`src/rtl/lsu_pkg.sv`:
```
// Shared definitions for the load/store unit: size codes, FSM states,
// lane-select constants and the request legality check.
package lsu_pkg;

    localparam logic [1:0] SZ_B = 2'b00;
    localparam logic [1:0] SZ_H = 2'b01;
    localparam logic [1:0] SZ_W = 2'b10;
    localparam logic [1:0] SZ_X = 2'b11;

    typedef enum logic [1:0] {
        IDLE = 2'b00,
        RD   = 2'b01,
        WR   = 2'b10,
        RESP = 2'b11
    } lsu_state_t;

    // Byte lane n starts at bit n << LANE_SHIFT (little-endian)
    localparam int          LANE_SHIFT = 3;
    localparam int          BYTE_BITS  = 8;
    localparam int          HALF_BITS  = 16;
    localparam logic [31:0] BYTE_MASK  = 32'h0000_00FF;
    localparam logic [31:0] HALF_MASK  = 32'h0000_FFFF;

    // A request is rejected when its size code is illegal or its address is not naturally aligned
    function automatic logic req_is_bad(input logic [1:0] size, input logic [1:0] addr_lo);
        logic bad;
        case (size)
            SZ_B:    bad = 1'b0;
            SZ_H:    bad = addr_lo[0];
            SZ_W:    bad = (addr_lo != 2'b00);
            default: bad = 1'b1;
        endcase
        return bad;
    endfunction

endpackage

```
`src/rtl/lsu_align.sv`:
```
// Lane steering for the LSU: pulls a byte/half/word out of a memory word
// for loads, and merges store data into its lane for read-modify-write.
module lsu_align
    import lsu_pkg::*;
#(
    parameter int DATA_WIDTH = 32
) (
    input  logic [DATA_WIDTH-1:0] rd_word,
    input  logic [1:0]            addr_lo,
    input  logic [1:0]            size,
    input  logic                  is_unsigned,
    input  logic [DATA_WIDTH-1:0] st_data,
    output logic [DATA_WIDTH-1:0] ld_data,
    output logic [DATA_WIDTH-1:0] merged_word
);

    logic [4:0]            lane_shift;
    logic [DATA_WIDTH-1:0] shifted;
    logic [DATA_WIDTH-1:0] lane_mask;

    assign lane_shift = 5'(addr_lo) << LANE_SHIFT;
    assign shifted    = rd_word >> lane_shift;
    assign lane_mask  = (size == SZ_H) ? DATA_WIDTH'(HALF_MASK) : DATA_WIDTH'(BYTE_MASK);

    // Load path: move the addressed lane down to bit 0 and extend it
    always_comb begin
        ld_data = rd_word;
        case (size)
            SZ_B: ld_data = is_unsigned
                          ? {{(DATA_WIDTH-BYTE_BITS){1'b0}}, shifted[BYTE_BITS-1:0]}
                          : {{(DATA_WIDTH-BYTE_BITS){shifted[BYTE_BITS-1]}}, shifted[BYTE_BITS-1:0]};
            SZ_H: ld_data = is_unsigned
                          ? {{(DATA_WIDTH-HALF_BITS){1'b0}}, shifted[HALF_BITS-1:0]}
                          : {{(DATA_WIDTH-HALF_BITS){shifted[HALF_BITS-1]}}, shifted[HALF_BITS-1:0]};
            default: ld_data = rd_word;
        endcase
    end

    // Store path: a word store replaces everything, sub-word stores patch one lane of the old word
    always_comb begin
        merged_word = st_data;
        if (size != SZ_W) begin
            merged_word = (rd_word & ~(lane_mask << lane_shift))
                        | ((st_data & lane_mask) << lane_shift);
        end
    end

endmodule

```
`src/rtl/lsu.sv`:
```
// Load/store unit: accepts one CPU access at a time, performs a read,
// write or read-modify-write on a single-cycle word memory, and returns
// a one-cycle response with extended load data or an error flag.
module lsu
    import lsu_pkg::*;
#(
    parameter int DATA_WIDTH = 32,
    parameter int ADDR_WIDTH = 32
) (
    input  logic                  clk,
    input  logic                  rst_n,
    input  logic                  req_valid,
    output logic                  req_ready,
    input  logic                  req_we,
    input  logic [1:0]            req_size,
    input  logic                  req_unsigned,
    input  logic [ADDR_WIDTH-1:0] req_addr,
    input  logic [DATA_WIDTH-1:0] req_wdata,
    output logic                  resp_valid,
    output logic [DATA_WIDTH-1:0] resp_rdata,
    output logic                  resp_err,
    output logic [ADDR_WIDTH-1:0] mem_addr,
    output logic [DATA_WIDTH-1:0] mem_wdata,
    output logic                  mem_we,
    input  logic [DATA_WIDTH-1:0] mem_rdata
);

    lsu_state_t            state, next_state;
    logic                  accept;
    logic                  req_bad;

    logic                  lat_we;
    logic [1:0]            lat_size;
    logic                  lat_unsigned;
    logic [ADDR_WIDTH-1:0] lat_addr;
    logic [DATA_WIDTH-1:0] lat_wdata;
    logic                  lat_err;

    logic [DATA_WIDTH-1:0] rbuf;
    logic [ADDR_WIDTH-1:0] mem_addr_hold;
    logic [DATA_WIDTH-1:0] mem_wdata_hold;
    logic [ADDR_WIDTH-1:0] word_addr;
    logic [DATA_WIDTH-1:0] ld_data;
    logic [DATA_WIDTH-1:0] merged_word;

    assign accept    = req_valid && req_ready;
    assign req_bad   = req_is_bad(req_size, req_addr[1:0]);
    assign word_addr = {lat_addr[ADDR_WIDTH-1:2], 2'b00};

    lsu_align #(
        .DATA_WIDTH (DATA_WIDTH)
    ) u_align (
        .rd_word     (rbuf),
        .addr_lo     (lat_addr[1:0]),
        .size        (lat_size),
        .is_unsigned (lat_unsigned),
        .st_data     (lat_wdata),
        .ld_data     (ld_data),
        .merged_word (merged_word)
    );

    // State register; reset drops straight back to IDLE, abandoning any access in flight
    always_ff @(posedge clk or negedge rst_n) begin
        if (!rst_n) state <= IDLE;
        else        state <= next_state;
    end

    // Next-state: bad requests respond at once, loads and sub-word stores read first, aligned word stores write directly
    always_comb begin
        next_state = state;
        case (state)
            IDLE: begin
                if (accept) begin
                    if (req_bad)                             next_state = RESP;
                    else if (!req_we || req_size != SZ_W)    next_state = RD;
                    else                                     next_state = WR;
                end
            end
            RD:      next_state = lat_we ? WR : RESP;
            WR:      next_state = RESP;
            RESP:    next_state = IDLE;
            default: next_state = IDLE;
        endcase
    end

    // Capture the request on acceptance so the CPU is free to change its inputs afterwards
    always_ff @(posedge clk or negedge rst_n) begin
        if (!rst_n) begin
            lat_we       <= 1'b0;
            lat_size     <= SZ_B;
            lat_unsigned <= 1'b0;
            lat_addr     <= '0;
            lat_wdata    <= '0;
            lat_err      <= 1'b0;
        end else if (accept) begin
            lat_we       <= req_we;
            lat_size     <= req_size;
            lat_unsigned <= req_unsigned;
            lat_addr     <= req_addr;
            lat_wdata    <= req_wdata;
            lat_err      <= req_bad;
        end
    end

    // Memory-side registers: read buffer, plus the last address/data driven so the bus stays stable when idle
    always_ff @(posedge clk or negedge rst_n) begin
        if (!rst_n) begin
            rbuf           <= '0;
            mem_addr_hold  <= '0;
            mem_wdata_hold <= '0;
        end else begin
            if (state == RD)                 rbuf           <= mem_rdata;
            if (state == RD || state == WR)  mem_addr_hold  <= word_addr;
            if (state == WR)                 mem_wdata_hold <= merged_word;
        end
    end

    // Outputs decoded from the current state; response data is zero for stores and errors
    always_comb begin
        req_ready  = (state == IDLE) && rst_n;
        mem_we     = (state == WR);
        mem_addr   = (state == RD || state == WR) ? word_addr : mem_addr_hold;
        mem_wdata  = (state == WR) ? merged_word : mem_wdata_hold;
        resp_valid = (state == RESP);
        resp_err   = (state == RESP) && lat_err;
        resp_rdata = '0;
        if (state == RESP && !lat_err && !lat_we) resp_rdata = ld_data;
    end

endmodule
```
`config.mk`:
```
export PLATFORM = sky130hd
export DESIGN_NAME = lsu
export DESIGN_NICKNAME = d
export VERILOG_FILES = /design/src/rtl/lsu_pkg.sv /design/src/rtl/lsu_align.sv /design/src/rtl/lsu.sv
export SDC_FILE = /design/constraint.sdc
export NUM_CORES = 1
export LEC_CHECK = 0
export BUFFER_PORTS_ARGS = -buffer_cell sky130_fd_sc_hd__buf_2
export CORE_MARGIN = 1
export CORE_UTILIZATION = 48
export DETAILED_ROUTE_END_ITERATION = 10
export GPL_TIMING_DRIVEN = 0
export MAX_ROUTING_LAYER = met4
export PLACE_DENSITY = 0.78
export SYNTH_ARGS = -nofsm -noshare
export SYNTH_HDL_FRONTEND = slang
export SYNTH_SLANG_ARGS = --single-unit
export TNS_END_PERCENT = 1
```
`constraint.sdc`:
```
create_clock -name clk -period 1.9 [get_ports clk]
set_clock_uncertainty 0.05 [all_clocks]
set_input_delay 0.38 -clock clk [delete_from_list [all_inputs] [get_ports clk]]
set_output_delay 0.38 -clock clk [all_outputs]
set_load 0.02 [all_outputs]
```
Yosys cells after proc, flatten, opt, wreduce, memory -nomap -nowiden
Index checks and enable logic that the tools add are counted.
{ "classes": {"n_eq_ne": 9, "shifts": 3, "muxes": 14, "bitwise": 4, "reduce_logical": 14} }
{ "ops": {"columns": ["op", "count"], "rows": [
  ["$mux 32", 6],
  ["$and 32x32->32", 2],
  ["$pmux 32 s2", 1],
  ["$shl 32x5->32", 2],
  ["$not 32->32", 1],
  ["$or 32x32->32", 1],
  ["$shr 32x5->16", 1],
  ["$mux 16", 1],
  ["$pmux 2 s4", 1],
  ["$eq 2x1->1 const B", 3],
  ["$eq 2x2->1 const B", 3],
  ["$logic_not 2->1", 3],
  ["$mux 2", 3],
  ["$ne 2x2->1 const B", 3],
  ["$logic_and 1x1->1", 5],
  ["$logic_not 1->1", 3],
  ["$pmux 1 s3", 1],
  ["$logic_or 1x1->1", 2],
  ["$reduce_bool 2->1", 1],
  ["$mux 1", 1]
]} }
{ "word_totals": {"regBits": 167, "inputBits": 103, "out_inout_bits": 100} }

Logic depth before layout (Yosys ltp)
{ "depth": {"word_depth": 8, "ltp_mapped": 7, "depth_no_buf": 6} }

By module
From an unflattened synthesis, not the netlist that was laid out.
{ "unflattened": {"cells_unflattened": 664, "hier_area_um2": 8090.3} }
{ "modules_own_cells": {"columns": ["module", "n_inst", "cells_each", "area_per_inst_um2"], "rows": [
  ["lsu", 1, 412, 6573.8],
  ["lsu_align", 1, 252, 1516.5]
]} }

Worst setup path after synthesis
No wires, ideal clock.
{ "synth_timing": {"kind": "reg2out", "startpoint": "reg state[0]", "endpoint": "out mem_wdata[23]", "t_arrival_ns": 1.883, "t_required_ns": 1.470, "path_slack_ns": -0.413, "path_stages_with_launch": 7, "n_path_buf": 2, "path_cell_list": "dfrtp_1 > inv_1 > ha_1 > clkbuf_1 > clkbuf_1 > o21ai_0 > o22ai_1"} }
{ "synth_via": {"elab_chain_len": 2} }
{ "synth_lines": {"columns": ["element", "line_no", "source"], "rows": [
  ["from (decl)", "lsu.sv:28", "lsu_state_t state, next_state;"],
  ["from (signal assigned)", "lsu.sv:65", "else state <= next_state;"],
  ["$eq 2x2->1", null, null],
  ["named net mem_we", "lsu.sv:24", "output logic mem_we,"],
  ["$mux 32", null, null],
  ["to (decl)", "lsu.sv:23", "output logic [DATA_WIDTH-1:0] mem_wdata,"]
]} }
The timed path passes the listed nets, and every way through them passes these cells.

Final worst setup path
{ "layout_timing": {"startpoint": "reg rbuf[23]", "endpoint": "out resp_rdata[8]"} }
{ "layout_via": {"elab_chain_len": 4} }
{ "layout_lines": {"columns": ["element", "line_no", "source"], "rows": [
  ["from (decl)", "lsu.sv:39", "logic [DATA_WIDTH-1:0] rbuf;"],
  ["from (signal assigned)", "lsu.sv:112", "if (state == RD) rbuf <= mem_rdata;"],
  ["$shr 32x5->16", "lsu_align.sv:22", "assign shifted = rd_word >> lane_shift;"],
  ["$mux 32", "lsu_align.sv:30", "? {{(DATA_WIDTH-BYTE_BITS){1'b0}}, shifted[BYTE_BITS-1:0]}"],
  ["$pmux 32 s2", "lsu_align.sv:28", "case (size)"],
  ["$mux 32", "lsu.sv:127", "if (state == RESP && !lat_err && !lat_we) resp_rdata = ld_data;"],
  ["to (decl)", "lsu.sv:20", "output logic [DATA_WIDTH-1:0] resp_rdata,"]
]} }
Every way passes these cells.

==> impl_metrics.py <==
metrics = {
    "critical_path": {
        "critPathKind": "register to primary output",
        "worstPathMaxFanout": 8,
        "startpoint_type": "register",
        "critical_path.startpoint": "rbuf[23]",
        "reg2reg_from": "state[1]",
        "critPathCaptureType": "primary output",
        "max_stage_delay_ps": 520,
        "path_cells": "mux2i_1 -> mux2_4 -> or4_4 -> buf_12 -> a21oi_4 -> buf_6",
        "worstPathArrival_ps": 2280,
        "cp.required_ps": 1470,
        "cp_slowest_cell": "dfrtp_1",
    },
    "detailed_routing": {
        "first_pass_iters": 6,
        "wl_per_cell_um": 19.5,
        "antenna_left": 0,
        "num_vias": 6687,
        "drtIter0Drc": 433,
        "viasPerCell": 5.62,
        "drt_wl_total_um": 23200,
        "drc": 0,
    },
    "cells_and_area": {
        "multi_input_area_sq_um": 4000,
        "register_area_sq_um": 4180,
        "layout_common_cells": "dfrtp_1 (167), buf_2 (148), mux2_2 (118), nand2_1 (58), nor2_1 (47)",
        "areaGrowthSynthToFinish_pct": 37.1,
        "final_common_cell": "dfrtp_1",
        "drive_gt1_share_pct": 53.1,
        "nets": 1067,
        "n_fill_cell": 1245,
        "utilization_pct": 68.4,
    },
    "clock_tree": {
        "cts.clk_slew.worst_paths_ps": 70,
        "clk_path_buf_depth": 2,
        "cts_tree": "yes",
        "cts.sinks": 167,
        "root_buffer": "clkbuf_16",
        "worstSkewPairLatency_ps": 430,
        "htreeDepth": 4,
        "cts_buffers": 17,
    },
    "synth": {
        "syn-cell-area_sq_um": 8040,
        "yosysSeqAreaShare_pct": 52.0,
        "yosysWarnings": 0,
        "ys_ff_latch": 167,
        "syn_nets": 835,
        "syn_area_per_cell_sq_um": 11.1,
        "postSynthCellCount": 727,
        "synthDistinctLibCells": 42,
    },
    "worst_hold_path": {
        "worstHoldStart": "mem_rdata[11]",
        "worstHoldPathType": "input port to register",
    },
    "floorplan": {
        "start_util_pct": 49.9,
        "pin_count": 203,
        "fp.dieW_um": 131,
        "row_count": 46,
        "die-area_sq_um": 17300,
        "core_area_sq_um": 16100,
        "dieHeight_um": 131,
    },
    "sta": {
        "min_period_over_period_pct": 143,
        "final.setup.worst_slack_ps": -812,
        "setup_viol": 168,
        "fin_crit_ps": 2710,
        "tns_ps": -92040,
        "max_slew_margin_pct": 56.2,
        "worst_slew_pin_slew_ps": 657,
        "hold_viol": 0,
        "fmax_mhz": 369,
        "rsz0062_at_grt": "true",
        "drv_slew": 0,
    },
    "power_and_ir_drop": {
        "power_mw": 24.6,
        "power.density_nw_per_um2": 2230,
        "irDropWorstVdd_v": 0.00153,
        "power.leakage_nw": 4.95,
    },
    "global_routing": {
        "grtUsageTotal_pct": 28.4,
        "grt_remaining_overflow": 0,
        "grt_pass1_wl_um": 36500,
        "grt_pass1_vias": 6756,
        "grt_max_degree": 124,
        "antenna_found_initial": 1,
    },
    "place": {
        "io_buffers": 202,
        "gp_congestion": 0.975,
        "hpwl_um": 16500,
    },
    "status": {
        "violations": "setup timing",
        "outcome": "finished with violations",
    },
    "job": {
        "maxCapViolCount": 0,
    },
}
==> cell type report <==
class,instances,share of cell area [%]
Buffer,56,4.15
Timing Repair Buffer,215,13.1
Tap cell,216,2.45
Antenna cell,1,0.0227
Sequential cell,167,37.9
Multi-Input combinational cell,481,36.3
Inverter,21,0.716
Clock inverter,14,1.42
Clock buffer,18,3.90
==> flip-flops by register name, summed over array words and instances (netlist names) <==
register / flops
rbuf: 32
lat_size: 2
lat_wdata: 32
state: 2
mem_wdata_hold: 32
lat_err: 1
lat_unsigned: 1
lat_addr: 32
mem_addr_hold: 32
lat_we: 1
==> logic make-up (layout without fill, tap and decap cells) <==
logic type               Yosys count  count (layout)  synth area share [%]
AO/OA/AOI/OAI                    163             163                  12.8
XOR/XNOR                           1               1                 0.109
adder cells (fa/ha/maj)            5               5                 0.779
buffers and inverters             79             324                  4.14
flip-flops                       167             167                  52.0
multiplexers                     148             148                  20.5
other                              0               1                     0
AND/OR/NAND/NOR                  164             164                  9.70
==> cells in the mapped netlist, drive strengths merged <==
cell	n	area share, %
a211oi	7	0.65
a21oi	42	2.6
a221o	8	1.0
a221oi	7	0.76
a31oi	24	1.9
and2	3	0.23
and3	1	0.078
buf	17	1.2
clkbuf	41	1.9
dfrtp	167	52
ha	5	0.78
inv	21	0.98
mux2	130	18
mux2i	18	2.2
nand2	58	2.7
nand2b	18	1.4
nand3	3	0.19
nand3b	2	0.19
nor2	51	2.5
nor2b	15	1.2
nor3	1	0.062
nor3b	8	0.75
nor4b	1	0.11
nor4bb	1	0.12
o211ai	9	0.84
o21a	1	0.093
o21ai	43	2.7
o221a	7	0.98
o221ai	1	0.11
o22ai	12	0.93
o311ai	1	0.11
o31a	1	0.11
or2	1	0.078
or4	1	0.14
xnor2	1	0.11
==> per-stage QoR <==
step	setup WS [ps]	instances	hold slack [ps]	area, sq um
floorplan	-177	727	34.4	8330
global placement	-3490	1145	426	9610
detailed placement	-845	1146	254	9650
CTS	-805	1185	90.6	10800
global route	-859	1189	101	11000
finish	-812	1189	102	11000
==> path summary, 6_finish.rpt <==
kind                       cells past startpoint           endpoint  slack (ps)
max                                            6      resp_rdata[8]        -810
min                                            3           rbuf[11]         100
max reg2reg                                    5       lat_addr[14]          30
min reg2reg                                    1  mem_addr_hold[26]         450
max in group asynchronous                      3   mem_addr_hold[4]         590
min in group asynchronous                      3            rbuf[7]         600
==> what timing repair did <==
action	CTS	global route
buffers inserted	6	3
endpoints found under the hold margin	46	0
setup endpoints to repair	237	194
gates resized for setup	159	60
hold buffers	2	0
pin swaps	12	10
gates cloned	1	0
==> critical path: cells and delay by family (launching register included) <==
kind	cells	cell delay (ps)
simple gates	1	430
flops	1	520
mux	2	460
compound gates	1	130
buf+inv	2	310
==> report_power, final <==
| part | total [mW] | internal (mW) | leakage [nW] | switching, mW |
|---|---|---|---|---|
| Sequential | 6.78 | 5.38 | 1.99 | 1.40 |
| Combinational | 14.4 | 6.57 | 2.68 | 7.80 |
| Clock | 3.43 | 1.87 | 0.281 | 1.57 |
==> metal layers <==
layer  global-route usage, %  routed length [um]
met4                    9.50                 611
met3                    6.75                1780
met5                       -                   0
met2                    45.7               11200
met1                    35.4                9530
(Power assumes the default switching activity.)
